[config.mk]
export PLATFORM = sky130hd
export DESIGN_NAME = bitnet_dot_seq
export DESIGN_NICKNAME = d
export VERILOG_FILES = /design/src/rtl/bitnet_pkg.sv /design/src/rtl/bitnet_fma.sv /design/src/rtl/bitnet_dot_seq.sv
export SDC_FILE = /design/constraint.sdc
export NUM_CORES = 1
export LEC_CHECK = 0
export CAP_MARGIN = 20
export CORE_UTILIZATION = 40
export CTS_CLUSTER_SIZE = 25
export DETAILED_ROUTE_END_ITERATION = 6
export SLEW_MARGIN = 0
export SYNTH_ARGS = -nofsm -noshare
export SYNTH_HDL_FRONTEND = slang
export SYNTH_SLANG_ARGS = --single-unit
[constraint.sdc]
create_clock -name clk_i -period 6.2 [get_ports clk_i]
set_input_delay 1.24 -clock clk_i [delete_from_list [all_inputs] [get_ports clk_i]]
set_output_delay 1.24 -clock clk_i [all_outputs]
set_load 0.005 [all_outputs]
[src/rtl/bitnet_pkg.sv]
// Shared constants and types for the BitNet dot-product sequencer and its FMA.
// Used by bitnet_fma and bitnet_dot_seq.
package bitnet_pkg;

    localparam logic signed [15:0] ACC_MIN = 16'sh8000;
    localparam logic signed [15:0] ACC_MAX = 16'sh7FFF;

    // FP4 E3M0 weight: sign in bit 3, power-of-two exponent in [2:0]
    localparam int         FP4_SIGN_BIT = 3;
    localparam int         FP4_EXP_MSB  = 2;
    localparam int         FP4_EXP_LSB  = 0;
    localparam logic [3:0] FP4_ZERO     = 4'b0000;

    typedef enum logic [1:0] {
        IDLE = 2'd0,
        RUN  = 2'd1,
        DONE = 2'd2
    } state_e;

endpackage

[src/rtl/bitnet_fma.sv]
// Combinational saturating shift-add: acc = clamp(c +/- (a << exp)), weight 0 leaves c untouched.
// ovf_o flags that the unclamped 17-bit result left the 16-bit range.
module bitnet_fma
    import bitnet_pkg::*;
(
    input  logic signed [7:0]  a_i,
    input  logic        [3:0]  b_i,
    input  logic signed [15:0] c_i,
    output logic signed [15:0] acc_o,
    output logic               ovf_o
);

    logic signed [15:0] a_ext;
    logic signed [15:0] shifted;
    logic signed [16:0] c_ext;
    logic signed [16:0] s_ext;
    logic signed [16:0] r17;

    always_comb begin
        a_ext   = {{8{a_i[7]}}, a_i};
        shifted = a_ext <<< b_i[FP4_EXP_MSB:FP4_EXP_LSB];
        c_ext   = {c_i[15], c_i};
        s_ext   = {shifted[15], shifted};

        if (b_i == FP4_ZERO) begin
            r17 = c_ext;
        end else if (b_i[FP4_SIGN_BIT]) begin
            r17 = c_ext - s_ext;
        end else begin
            r17 = c_ext + s_ext;
        end

        // Bits 16 and 15 disagree exactly when r17 is outside int16
        ovf_o = r17[16] ^ r17[15];
        if (ovf_o) begin
            acc_o = r17[16] ? ACC_MIN : ACC_MAX;
        end else begin
            acc_o = r17[15:0];
        end
    end

endmodule

[src/rtl/bitnet_dot_seq.sv]
// Beat-to-lane sequencer around bitnet_fma: one lane per cycle, result after the last beat.
// Optional sticky saturation output out_sat_o when BITNET_SAT_FLAG_EN is defined.
//
// state | meaning
// IDLE  | ready for a beat; acc carries the partial vector across beats
// RUN   | stepping lanes 0..LANES-1 of the latched beat through the FMA
// DONE  | result presented on out_data_o until out_ready_i
module bitnet_dot_seq
    import bitnet_pkg::*;
#(
    parameter int LANES = 8
) (
    input  logic                   clk_i,
    input  logic                   reset_i,
    input  logic                   in_valid_i,
    output logic                   in_ready_o,
    input  logic [LANES*8-1:0]     in_act_i,
    input  logic [LANES*4-1:0]     in_wgt_i,
    input  logic                   in_last_i,
    output logic                   out_valid_o,
    input  logic                   out_ready_i,
    output logic signed [15:0]     out_data_o
`ifdef BITNET_SAT_FLAG_EN
    ,
    output logic                   out_sat_o
`endif
);

    localparam int LANE_W = $clog2(LANES);

    state_e                state_q, state_d;
    logic signed [15:0]    acc_q, acc_d;
    logic [LANE_W-1:0]     lane_q, lane_d;
    logic [LANES*8-1:0]    act_q, act_d;
    logic [LANES*4-1:0]    wgt_q, wgt_d;
    logic                  last_q, last_d;

    logic signed [7:0]     lane_act;
    logic [3:0]            lane_wgt;
    logic signed [15:0]    fma_acc;
    logic                  fma_ovf;

    assign lane_act = act_q[{lane_q, 3'b000} +: 8];
    assign lane_wgt = wgt_q[{lane_q, 2'b00} +: 4];

    bitnet_fma u_fma (
        .a_i   (lane_act),
        .b_i   (lane_wgt),
        .c_i   (acc_q),
        .acc_o (fma_acc),
        .ovf_o (fma_ovf)
    );

    always_comb begin
        state_d = state_q;
        acc_d   = acc_q;
        lane_d  = lane_q;
        act_d   = act_q;
        wgt_d   = wgt_q;
        last_d  = last_q;
        case (state_q)
            IDLE: begin
                if (in_valid_i) begin
                    act_d   = in_act_i;
                    wgt_d   = in_wgt_i;
                    last_d  = in_last_i;
                    lane_d  = '0;
                    state_d = RUN;
                end
            end
            RUN: begin
                acc_d  = fma_acc;
                lane_d = lane_q + LANE_W'(1);
                if (lane_q == LANE_W'(LANES - 1)) begin
                    state_d = last_q ? DONE : IDLE;
                end
            end
            DONE: begin
                if (out_ready_i) begin
                    acc_d   = '0;
                    state_d = IDLE;
                end
            end
            default: state_d = IDLE;
        endcase
    end

    always_ff @(posedge clk_i or posedge reset_i) begin
        if (reset_i) begin
            state_q <= IDLE;
            acc_q   <= '0;
            lane_q  <= '0;
            act_q   <= '0;
            wgt_q   <= '0;
            last_q  <= 1'b0;
        end else begin
            state_q <= state_d;
            acc_q   <= acc_d;
            lane_q  <= lane_d;
            act_q   <= act_d;
            wgt_q   <= wgt_d;
            last_q  <= last_d;
        end
    end

    assign in_ready_o  = (state_q == IDLE);
    assign out_valid_o = (state_q == DONE);
    assign out_data_o  = acc_q;

`ifdef BITNET_SAT_FLAG_EN
    logic sat_q, sat_d;

    // Sticky across all beats of a vector; cleared with acc on the result handshake
    always_comb begin
        sat_d = sat_q;
        if (state_q == RUN) begin
            sat_d = sat_q | fma_ovf;
        end else if (state_q == DONE && out_ready_i) begin
            sat_d = 1'b0;
        end
    end

    always_ff @(posedge clk_i or posedge reset_i) begin
        if (reset_i) begin
            sat_q <= 1'b0;
        end else begin
            sat_q <= sat_d;
        end
    end

    assign out_sat_o = sat_q;
`else
    logic unused_ovf;
    assign unused_ovf = fma_ovf;
`endif

endmodule

# Word level (Yosys, flattened, before mapping)
# Index checks and enable logic that the tools add are counted.
[classes]
n_addsub = 3
eq_ne = 7
bitwise_logic = 1
reduce_logical = 9
div_mod_pow = 0
n_shift = 3
multipliers = 0
magnitude_cmp = 0
mux = 13
[op_table]
columns = ["operator", "count"]
rows = [
  ["variable part select 64 x 7 -> 8 bit", 1],
  ["2-to-1 mux 16 bit", 3],
  ["2-to-1 mux 17 bit", 2],
  ["case mux 16 bit (2 select lines)", 1],
  ["variable part select 32 x 6 -> 4 bit", 1],
  ["adder 16 x 16 -> 17 bit", 1],
  ["subtractor 16 x 16 -> 17 bit", 1],
  ["<<< shifter 8 x 3 -> 16 bit", 1],
  ["2-to-1 mux 2 bit", 4],
  ["case mux 2 bit (3 select lines)", 1],
  ["case mux 3 bit (2 select lines)", 1],
  ["AND reduction 2 bit", 3],
  ["AND reduction 3 bit", 2],
  ["zero test 4 bit", 1],
  ["!= test 2 bit, second input constant", 2],
  ["nonzero test 2 bit", 2],
  ["adder 3 x 1 -> 3 bit, second input constant", 1],
  ["equality test 3 bit, second input constant", 1],
  ["2-to-1 mux 3 bit", 1],
  ["!= test 3 bit, second input constant", 1],
  ["equality test 2 x 1 -> 1 bit, second input constant", 1],
  ["equality test 2 bit, second input constant", 1],
  ["zero test 2 bit", 1],
  ["!= test 2 x 1 -> 1 bit, second input constant", 1],
  ["XOR 1 bit", 1],
]
[totals]
inputBits = 101
memories = 0
romBits = 0
latch_bits = 0
register_bits = 118
ramBits = 0
output_inout_bits = 18
wordCells = 43

# Longest topological paths before layout
# Gate-level depths: netlist of run 1.
[depth]
ltp_word = 8
ltp_mapped = 25
depth_no_buf = 21

# Cells and area by module
# From an unflattened synthesis of run 1, not the netlist that was laid out.
[unflattened]
cells_unflattened = 654
hier_area_um2 = 7579.8
[by_module_without_submodules]
columns = ["module", "cells_each", "n_inst", "area_per_inst_um2"]
rows = [
  ["bitnet_dot_seq", 345, 1, 5377.7],
  ["bitnet_fma", 309, 1, 2202.1],
]

# Worst setup path after synthesis of run 1
# No wires, ideal clock.
[synth_timing]
path_kind = "reg-to-reg"
start = "reg lane_q[0]"
end = "reg acc_q[10] (netlist: out_data_o[10])"
required_ns = 6.120
arrival_time_ns = 5.254
path_stages_with_launch = 23
setup_slack_ns = 0.865
path_buffers = 3
synth_period_minus_slack_ns = 5.335
path_cell_list = "dfrtp_1 -> buf_6 -> buf_8 -> mux4_2 -> mux2i_1 -> nand2_1 -> or2_2 -> ha_1 -> inv_1 -> nor4_1 -> a311o_2 -> xor2_1 -> ha_1 -> and3_1 -> a22o_1 -> a211o_1 -> a211oi_1 -> o21a_1 -> o21ai_0 -> a2111oi_4 -> a31oi_4 -> buf_6 -> o211ai_2"
[synth_via]
elab_chain_len = 8
[synth_lines]
columns = ["element", "line_no", "text"]
rows = [
  ["start: declaration", "bitnet_dot_seq.sv:33", "logic [LANE_W-1:0] lane_q, lane_d;"],
  ["start signal: assignment", "bitnet_dot_seq.sv:99", "lane_q <= lane_d;"],
  ["variable part select 64 x 7 -> 8 bit or variable part select 32 x 6 -> 4 bit (tied branches)", "bitnet_dot_seq.sv:43, bitnet_dot_seq.sv:44", ""],
  ["<<< shifter 8 x 3 -> 16 bit", "bitnet_fma.sv:21", "shifted = a_ext <<< b_i[FP4_EXP_MSB:FP4_EXP_LSB];"],
  ["adder 16 x 16 -> 17 bit or subtractor 16 x 16 -> 17 bit (tied branches)", "bitnet_fma.sv:30, bitnet_fma.sv:28", ""],
  ["2-to-1 mux 17 bit", "bitnet_fma.sv:27", "end else if (b_i[FP4_SIGN_BIT]) begin"],
  ["2-to-1 mux 17 bit", "bitnet_fma.sv:25", "if (b_i == FP4_ZERO) begin"],
  ["XOR 1 bit or 2-to-1 mux 16 bit (tied branches)", "bitnet_fma.sv:34, bitnet_fma.sv:36", ""],
  ["!= test 3 bit (no line) or 2-to-1 mux 16 bit (tied branches)", "-", ""],
  ["AND reduction 3 bit (no line) or case mux 16 bit (2 select lines) (tied branches)", "-", ""],
  ["end signal: assignment", "bitnet_dot_seq.sv:91", "acc_q <= '0;"],
  ["end signal: assignment", "bitnet_dot_seq.sv:98", "acc_q <= acc_d;"],
  ["end: declaration", "bitnet_dot_seq.sv:32", "logic signed [15:0] acc_q, acc_d;"],
]
# Several ways; a longest one is shown, not always the timed one. The select of a mux whose other input is x is not followed.
# A chain may end at the register's enable or synchronous reset.

# Worst setup path in the final report of run 1
[layout_timing]
start = "reg lane_q[2]"
end = "reg acc_q[13] (netlist: out_data_o[13])"
# Same word-level chain as after synthesis.

==> impl_metrics.csv, run 1 <==
group,metric,value,unit
outcome,outcome,"complete, no violations",
cells_and_area,seqCellArea,2950,um^2
clocking,clk_pin_slew,0.06,ns
yosys,synth_top_family_by_area,"multiplexers",
clocking,clock_sinks,118,
clocking,cts_buffer_depth,2,
worst_setup_path,r2r-end,"out_data_o[13]$_DFFE_PP0P_",
detailed_routing,wl,17.6,mm
sta,hold_viol_final,0,
sta,maxSlewViolCount,0,
yosys,synth_xor_area_frac,0.0313,
yosys,synth.distinct_cells,67,
place,io_buffers,118,
clocking,clk_latency,0.42,ns
clocking,cts-root-buf,"clkbuf_16",
worst_setup_path,worstPathCellList,"mux4_2 -> mux2_2 -> mux2i_2 -> or2_2 -> ha_1 -> inv_1 -> nor4_1 -> a311o_2 -> xor2_1 -> ha_1 -> and3_1 -> a22o_1 -> a211o_1 -> a211oi_1 -> o21a_1 -> o21ai_0 -> a2111oi_4 -> a31oi_4 -> buf_12 -> o211ai_1",
yosys,yosys.area_share.adder,0.0406,
clocking,cts_tree,"yes",
sta,rsz0062_at_grt,"false",
die,ioPinCount,119,
clocking,cts_buffers,17,
grt,first_global_vias,5580,
clocking,htree_levels,4,
detailed_routing,wl_per_cell,18.3,um
yosys,yosysWarnings,0,
sta,worstMarginPinSlew,0.753,ns
grt,grt_start_max_net_pins,80,
cells_and_area,drive_above_1_share,0.300,
grt,antenna_found_initial,0,
worst_setup_path,reg2reg_slack,0.35,ns
yosys,seq_area_frac_synth,0.406,
yosys,synth_area_per_cell,12.1,um^2
worst_setup_path,slowest_delay,0.73,ns
worst_setup_path,start_kind,"flip-flop",
die,die_x,137,um
place,globalplace.congestion,0.881,
worst_setup_path,cp.arrival,6.18,ns
grt,track_usage,0.203,
detailed_routing,vias,5258,
detailed_routing,initialDrtViolationCount,203,
sta,setup_violations,0,
die,die_area,18700,um^2
cells_and_area,fillCellCount,1522,
detailed_routing,viasPerCell,5.48,
yosys,syn_nets,725,
yosys,synth_compound_area_frac,0.123,
yosys,synthSimpleGateAreaFrac,0.0746,
die,num_rows,48,
sta,final.period_utilization,0.943,
cells_and_area,fin_nets,845,
detailed_routing,drc_errors,0,
sta,max_freq,171,MHz
worst_hold_path,min_path_cells,1,
place,dp_hpwl,13.5,mm
detailed_routing,postRouteAntennaNets,0,
die,initial_core_util,0.415,
yosys,synthFlopType,"dfrtp_1",
yosys,synth-async-reset-ratio,1.00,
detailed_routing,dr.pass1.iters,5,
yosys,netlist_area,7280,um^2
run,max_cap_viol_count,0,
worst_hold_path,holdPathEnd,"act_q[24]$_DFFE_PP0P_",
worst_setup_path,crit_family,"compound AO/OA/AOI/OAI gates",
cells_and_area,multi_input_area,4060,um^2
grt,grt_pass1_wl,28.9,mm
sta,finalCriticalPeriod,5.85,ns
worst_setup_path,cp_max_fo,14,
worst_hold_path,worst_hold_path_type,"reg2reg",
worst_setup_path,crit_path_frequent_cell,"ha_1",
yosys,synth-edff-count,0,
yosys,synth-seq-cells,118,
die,core_area,17500,um^2
worst_hold_path,min_from,"act_q[24]$_DFFE_PP0P_",
yosys,synthCells,601,
clocking,ctsHoldBuffers,0,
sta,fin_setup_tns,0,ns
worst_setup_path,r2r-start,"lane_q[2]$_DFFE_PP0P_",
worst_setup_path,worst_setup_path_end_kind,"flip-flop",
cells_and_area,diodes,0,
sta,slew_headroom,0.498,
worst_setup_path,crit_type,"reg2reg",
worst_setup_path,cp_slowest_cell,"dfrtp_1",
cells_and_area,area.growth.synth_to_final,27.3,%
worst_setup_path,reg2reg_depth,20,
worst_setup_path,worstPathRequired,6.53,ns
worst_setup_path,critical_path_buf_inv_count,2,
sta,skew,0.00777,ns
die,fp.dieH,137,um
grt,gr-total-overflow,0,
yosys,synth_mux_area_frac,0.286,
## layout make-up
| class | instances | area share |
|---|---|---|
| inverter | 15 | 0.00635 |
| clock buffer | 17 | 0.0459 |
| multi-input combinational | 437 | 0.439 |
| clock inverter | 15 | 0.0158 |
| timing repair buffer | 132 | 0.144 |
| tap | 225 | 0.0304 |
| sequential | 118 | 0.319 |
## cells by family (layout without fill, tap and decap cells)
group                      count (synthesis)  count (layout)
AOI/OAI and AO/OA                        112             112
xor gates and xnor gates                  26              26
adders and majority gates                 23              23
buffers and inverters                     46             179
DFF                                      118             118
muxes                                    159             159
and+or+nand+nor                          117             117
## Yosys cell counts (all sizes together) (6+ instances only)
cell type,number,share of area
nand2b,7,0.0060
mux4,23,0.073
o21a,7,0.0072
mux2,116,0.18
dfrtp,118,0.41
buf,21,0.023
a31oi,6,0.0072
xnor2,13,0.016
clkbuf,9,0.0060
o211ai,14,0.021
o31a,12,0.014
xor2,13,0.016
mux2i,20,0.033
a21o,6,0.0065
o21ai,26,0.018
nand3,7,0.0048
a21oi,19,0.013
nand2,50,0.026
ha,22,0.038
inv,15,0.0077
nor3,15,0.012
nor2,26,0.014
## per-layer routing
metal | up-vias | track usage | part of all wire
met5 | - | 0 | 0
met4 | 0 | 0.0623 | 0.016
met3 | 26 | 0.0574 | 0.060
met2 | 170 | 0.340 | 0.49
met1 | 2578 | 0.253 | 0.43
li1 | 2484 | - | -
## how the worst max path moves through the flow
stage	start	end	slack (ns)	depth (start not counted)
floorplan	lane_q[0]$_DFFE_PP0P_	out_data_o[10]$_DFFE_PP0P_	0.87	22
global placement	lane_q[2]$_DFFE_PP0P_	out_data_o[1]$_DFFE_PP0P_	0.38	19
detailed placement	lane_q[2]$_DFFE_PP0P_	out_data_o[0]$_DFFE_PP0P_	0.27	19
CTS	lane_q[2]$_DFFE_PP0P_	out_data_o[0]$_DFFE_PP0P_	0.25	19
global route	lane_q[0]$_DFFE_PP0P_	out_data_o[12]$_DFFE_PP0P_	0.05	23
finish	lane_q[2]$_DFFE_PP0P_	out_data_o[13]$_DFFE_PP0P_	0.35	20
## registers in the layout, summed over array words and instances, names as in the netlist
register,flops
last_q,1
out_data_o,16
wgt_q,32
act_q,64
state_q,2
lane_q,3
## metrics by stage
step / util / setup slack (ns) / cells / hold slack [ns] / cell area [um^2]
after detailed placement: 0.491 / 0.270 / 924 / 0.490 / 8610
after CTS: 0.523 / 0.248 / 956 / 0.503 / 9180
final: 0.528 / 0.354 / 959 / 0.499 / 9260
after floorplan: - / 0.865 / 601 / 0.470 / 7280
after global placement: 0.491 / 0.377 / 924 / 0.482 / 8610
after global routing: 0.528 / 0.0469 / 959 / 0.515 / 9260
## layout by cell type, fill, tap and decap left out, types with 12 or more instances in the layout
cell             netlist  routed
nor2_1                25      25
o31a_1                12      12
dfrtp_1              118     117
nor3_1                13      12
clkbuf_16              0      17
mux2_2               114     114
mux2i_1               15      14
nand2_1               50      48
o21ai_0               25      25
xnor2_1               13      13
xor2_1                13      13
clkdlybuf4s50_1        0     118
a21oi_1               19      19
inv_1                 15      14
ha_1                  22      22
mux4_2                19      19
## repair_timing
action | CTS | global route
endpoints found under the setup margin | 0 | 16
buffers inserted | 0 | 2
gates resized for setup | 0 | 3
Power of run 1 is not shown: default switching activity piles up to over one toggle a cycle in this logic, so the estimate is an artifact.
==> run 2, diff against run 1 <==
Settings changed: GPL_TIMING_DRIVEN from default to 0, SLEW_MARGIN 0 to 30.
==> run 2 against run 1 <==
  * Critical path depth rose by 3
  * Die area did not move
  * Design area rose by 1.7%
  * Global-route usage rose by 1.4 points
  * Non-clock buffer count rose by 23
  * Maximum frequency fell by 1.0%
  * Via count rose by 1.8%
  * Worst setup slack got worse by 0.060 ns
  * Register-to-register slack got worse by 0.06 ns
  * Critical endpoint unchanged
  * Largest cell class unchanged
  * Highest routed layer unchanged
==> impl_metrics.csv, run 2 (synthesis results as in run 1) <==
group,metric,value,unit
die,initial_core_util,0.415,
clocking,cts_buffer_depth,2,
sta,final.period_utilization,0.953,
sta,worstMarginPinSlew,0.774,ns
die,ioPinCount,119,
grt,first_global_vias,5793,
die,die_x,137,um
cells_and_area,drive_above_1_share,0.303,
die,num_rows,48,
place,io_buffers,118,
cells_and_area,top_register,"act_q",
worst_setup_path,crit_type,"reg2reg",
place,dp_hpwl,14.3,mm
cells_and_area,largest_register_ffs,64,
cells_and_area,diodes,0,
run,max_cap_viol_count,0,
clocking,ctsHoldBuffers,0,
clocking,clk_pin_slew,0.06,ns
die,core_area,17500,um^2
grt,grt_pass1_wl,30.5,mm
detailed_routing,dr.pass1.iters,5,
cells_and_area,fin_util,0.537,
grt,grt_start_max_net_pins,73,
outcome,outcome,"complete, no violations",
clocking,htree_levels,4,
clocking,cts-root-buf,"clkbuf_16",
sta,max_freq,169,MHz
place,globalplace.congestion,0.852,
clocking,cts_buffers,17,
cells_and_area,final_cell_mix,"118 x dfrtp_1, 118 x clkdlybuf4s50_1, 114 x mux2_2, 50 x nand2_1",
sta,finalCriticalPeriod,5.91,ns
sta,hold_viol_final,0,
worst_setup_path,worst_setup_path_end_kind,"flip-flop",
sta,skew,0.0117,ns
detailed_routing,wl_per_cell,18.9,um
die,die_area,18700,um^2
detailed_routing,wl,18.6,mm
detailed_routing,vias,5353,
worst_setup_path,cp_max_fo,10,
grt,gr-total-overflow,0,
worst_setup_path,worstPathRequired,6.53,ns
detailed_routing,viasPerCell,5.45,
detailed_routing,drc_errors,0,
sta,maxSlewViolCount,0,
worst_setup_path,start_kind,"flip-flop",
clocking,clock_sinks,118,
worst_setup_path,cp.arrival,6.24,ns
grt,track_usage,0.217,
sta,slew_headroom,0.484,
grt,antenna_found_initial,0,
worst_hold_path,worst_hold_path_type,"reg2reg",
detailed_routing,initialDrtViolationCount,206,
worst_setup_path,reg2reg_slack,0.29,ns
die,fp.dieH,137,um
cells_and_area,area.growth.synth_to_final,29.4,%
clocking,cts_tree,"yes",
cells_and_area,fin_nets,868,
detailed_routing,postRouteAntennaNets,0,
sta,setup_violations,0,
clocking,clk_latency,0.42,ns
==> run 2: cell count changes in the layout (fill, tap and decap cells not counted), moves of 2 or more <==
| cell | previous run | this run |
|---|---|---|
| inv_6 | 4 | 2 |
| nand2_1 | 48 | 50 |
| mux2i_1 | 14 | 8 |
| inv_8 | 1 | 4 |
| buf_4 | 11 | 9 |
| clkinv_2 | 1 | 3 |
| mux2i_2 | 4 | 9 |
| buf_6 | 0 | 7 |
| buf_8 | 0 | 2 |
| buf_1 | 0 | 7 |
| buf_12 | 2 | 0 |
| clkbuf_1 | 0 | 8 |
| clkinvlp_4 | 4 | 2 |
==> run 2: worst max-delay path, stage by stage (launching register included) <==
cell,delay (ns)
dfrtp_1,0.37
buf_6,0.20
buf_8,0.20
mux4_2,0.59
mux2_2,0.35
clkbuf_8,0.18
nor2_1,0.14
nand3_1,0.13
ha_1,0.23
inv_1,0.09
nor4_1,0.06
a311o_2,0.41
xor2_1,0.24
ha_1,0.33
and3_1,0.22
a22o_1,0.23
a211o_1,0.31
a211oi_1,0.36
o21a_1,0.17
o21ai_0,0.23
a2111oi_4,0.42
a31oi_4,0.09
buf_4,0.19
o211ai_1,0.08
==> run 2: area by class of cell <==
type | count | area (um^2)
clock buffer | 17 | 425
inverter | 15 | 63.8
buffer | 31 | 224
timing repair buffer | 124 | 1250
sequential | 118 | 2950
clock inverter | 15 | 146
tap | 225 | 282
fill | 1518 | 8120
multi-input combinational | 437 | 4080
==> run 2: stage by stage <==
step	hold WS (ns)	worst slack (ns)	setup TNS, ns	cell area (um^2)	instances
after floorplan	0.470	0.865	0	7280	601
after global placement	0.480	-0.129	-1.23	8740	944
after detailed placement	0.487	-0.212	-2.31	8770	945
after CTS	0.500	0.00376	0	9350	977
after global routing	0.510	-0.0128	-0.0228	9420	982
final	0.498	0.294	0	9420	982
==> run 2: routing by layer <==
layer | share of wire | vias up | track usage
met5 | 0 | - | 0
met1 | 0.43 | 2669 | 0.274
li1 | - | 2530 | -
met2 | 0.49 | 135 | 0.364
met3 | 0.056 | 19 | 0.0507
met4 | 0.018 | 0 | 0.0763
==> run 2: repair_timing <==
action,4_1_cts,5_1_grt
gates resized for setup,1,7
buffers inserted,0,5
pin swaps,0,1
endpoints found under the setup margin,15,16
==> run 2: path summary, 6_finish.rpt <==
| kind | end | startpoint | depth (start not counted) |
|---|---|---|---|
| min in group asynchronous | out_data_o[10]$_DFFE_PP0P_ | reset_i | 2 |
| max reg2reg | out_data_o[13]$_DFFE_PP0P_ | lane_q[0]$_DFFE_PP0P_ | 23 |
| min | act_q[63]$_DFFE_PP0P_ | act_q[63]$_DFFE_PP0P_ | 1 |
| max in group asynchronous | wgt_q[20]$_DFFE_PP0P_ | reset_i | 3 |
| min reg2reg | act_q[63]$_DFFE_PP0P_ | act_q[63]$_DFFE_PP0P_ | 1 |
| max | out_data_o[13]$_DFFE_PP0P_ | lane_q[0]$_DFFE_PP0P_ | 23 |
Power of run 2 is left out for the same reason.
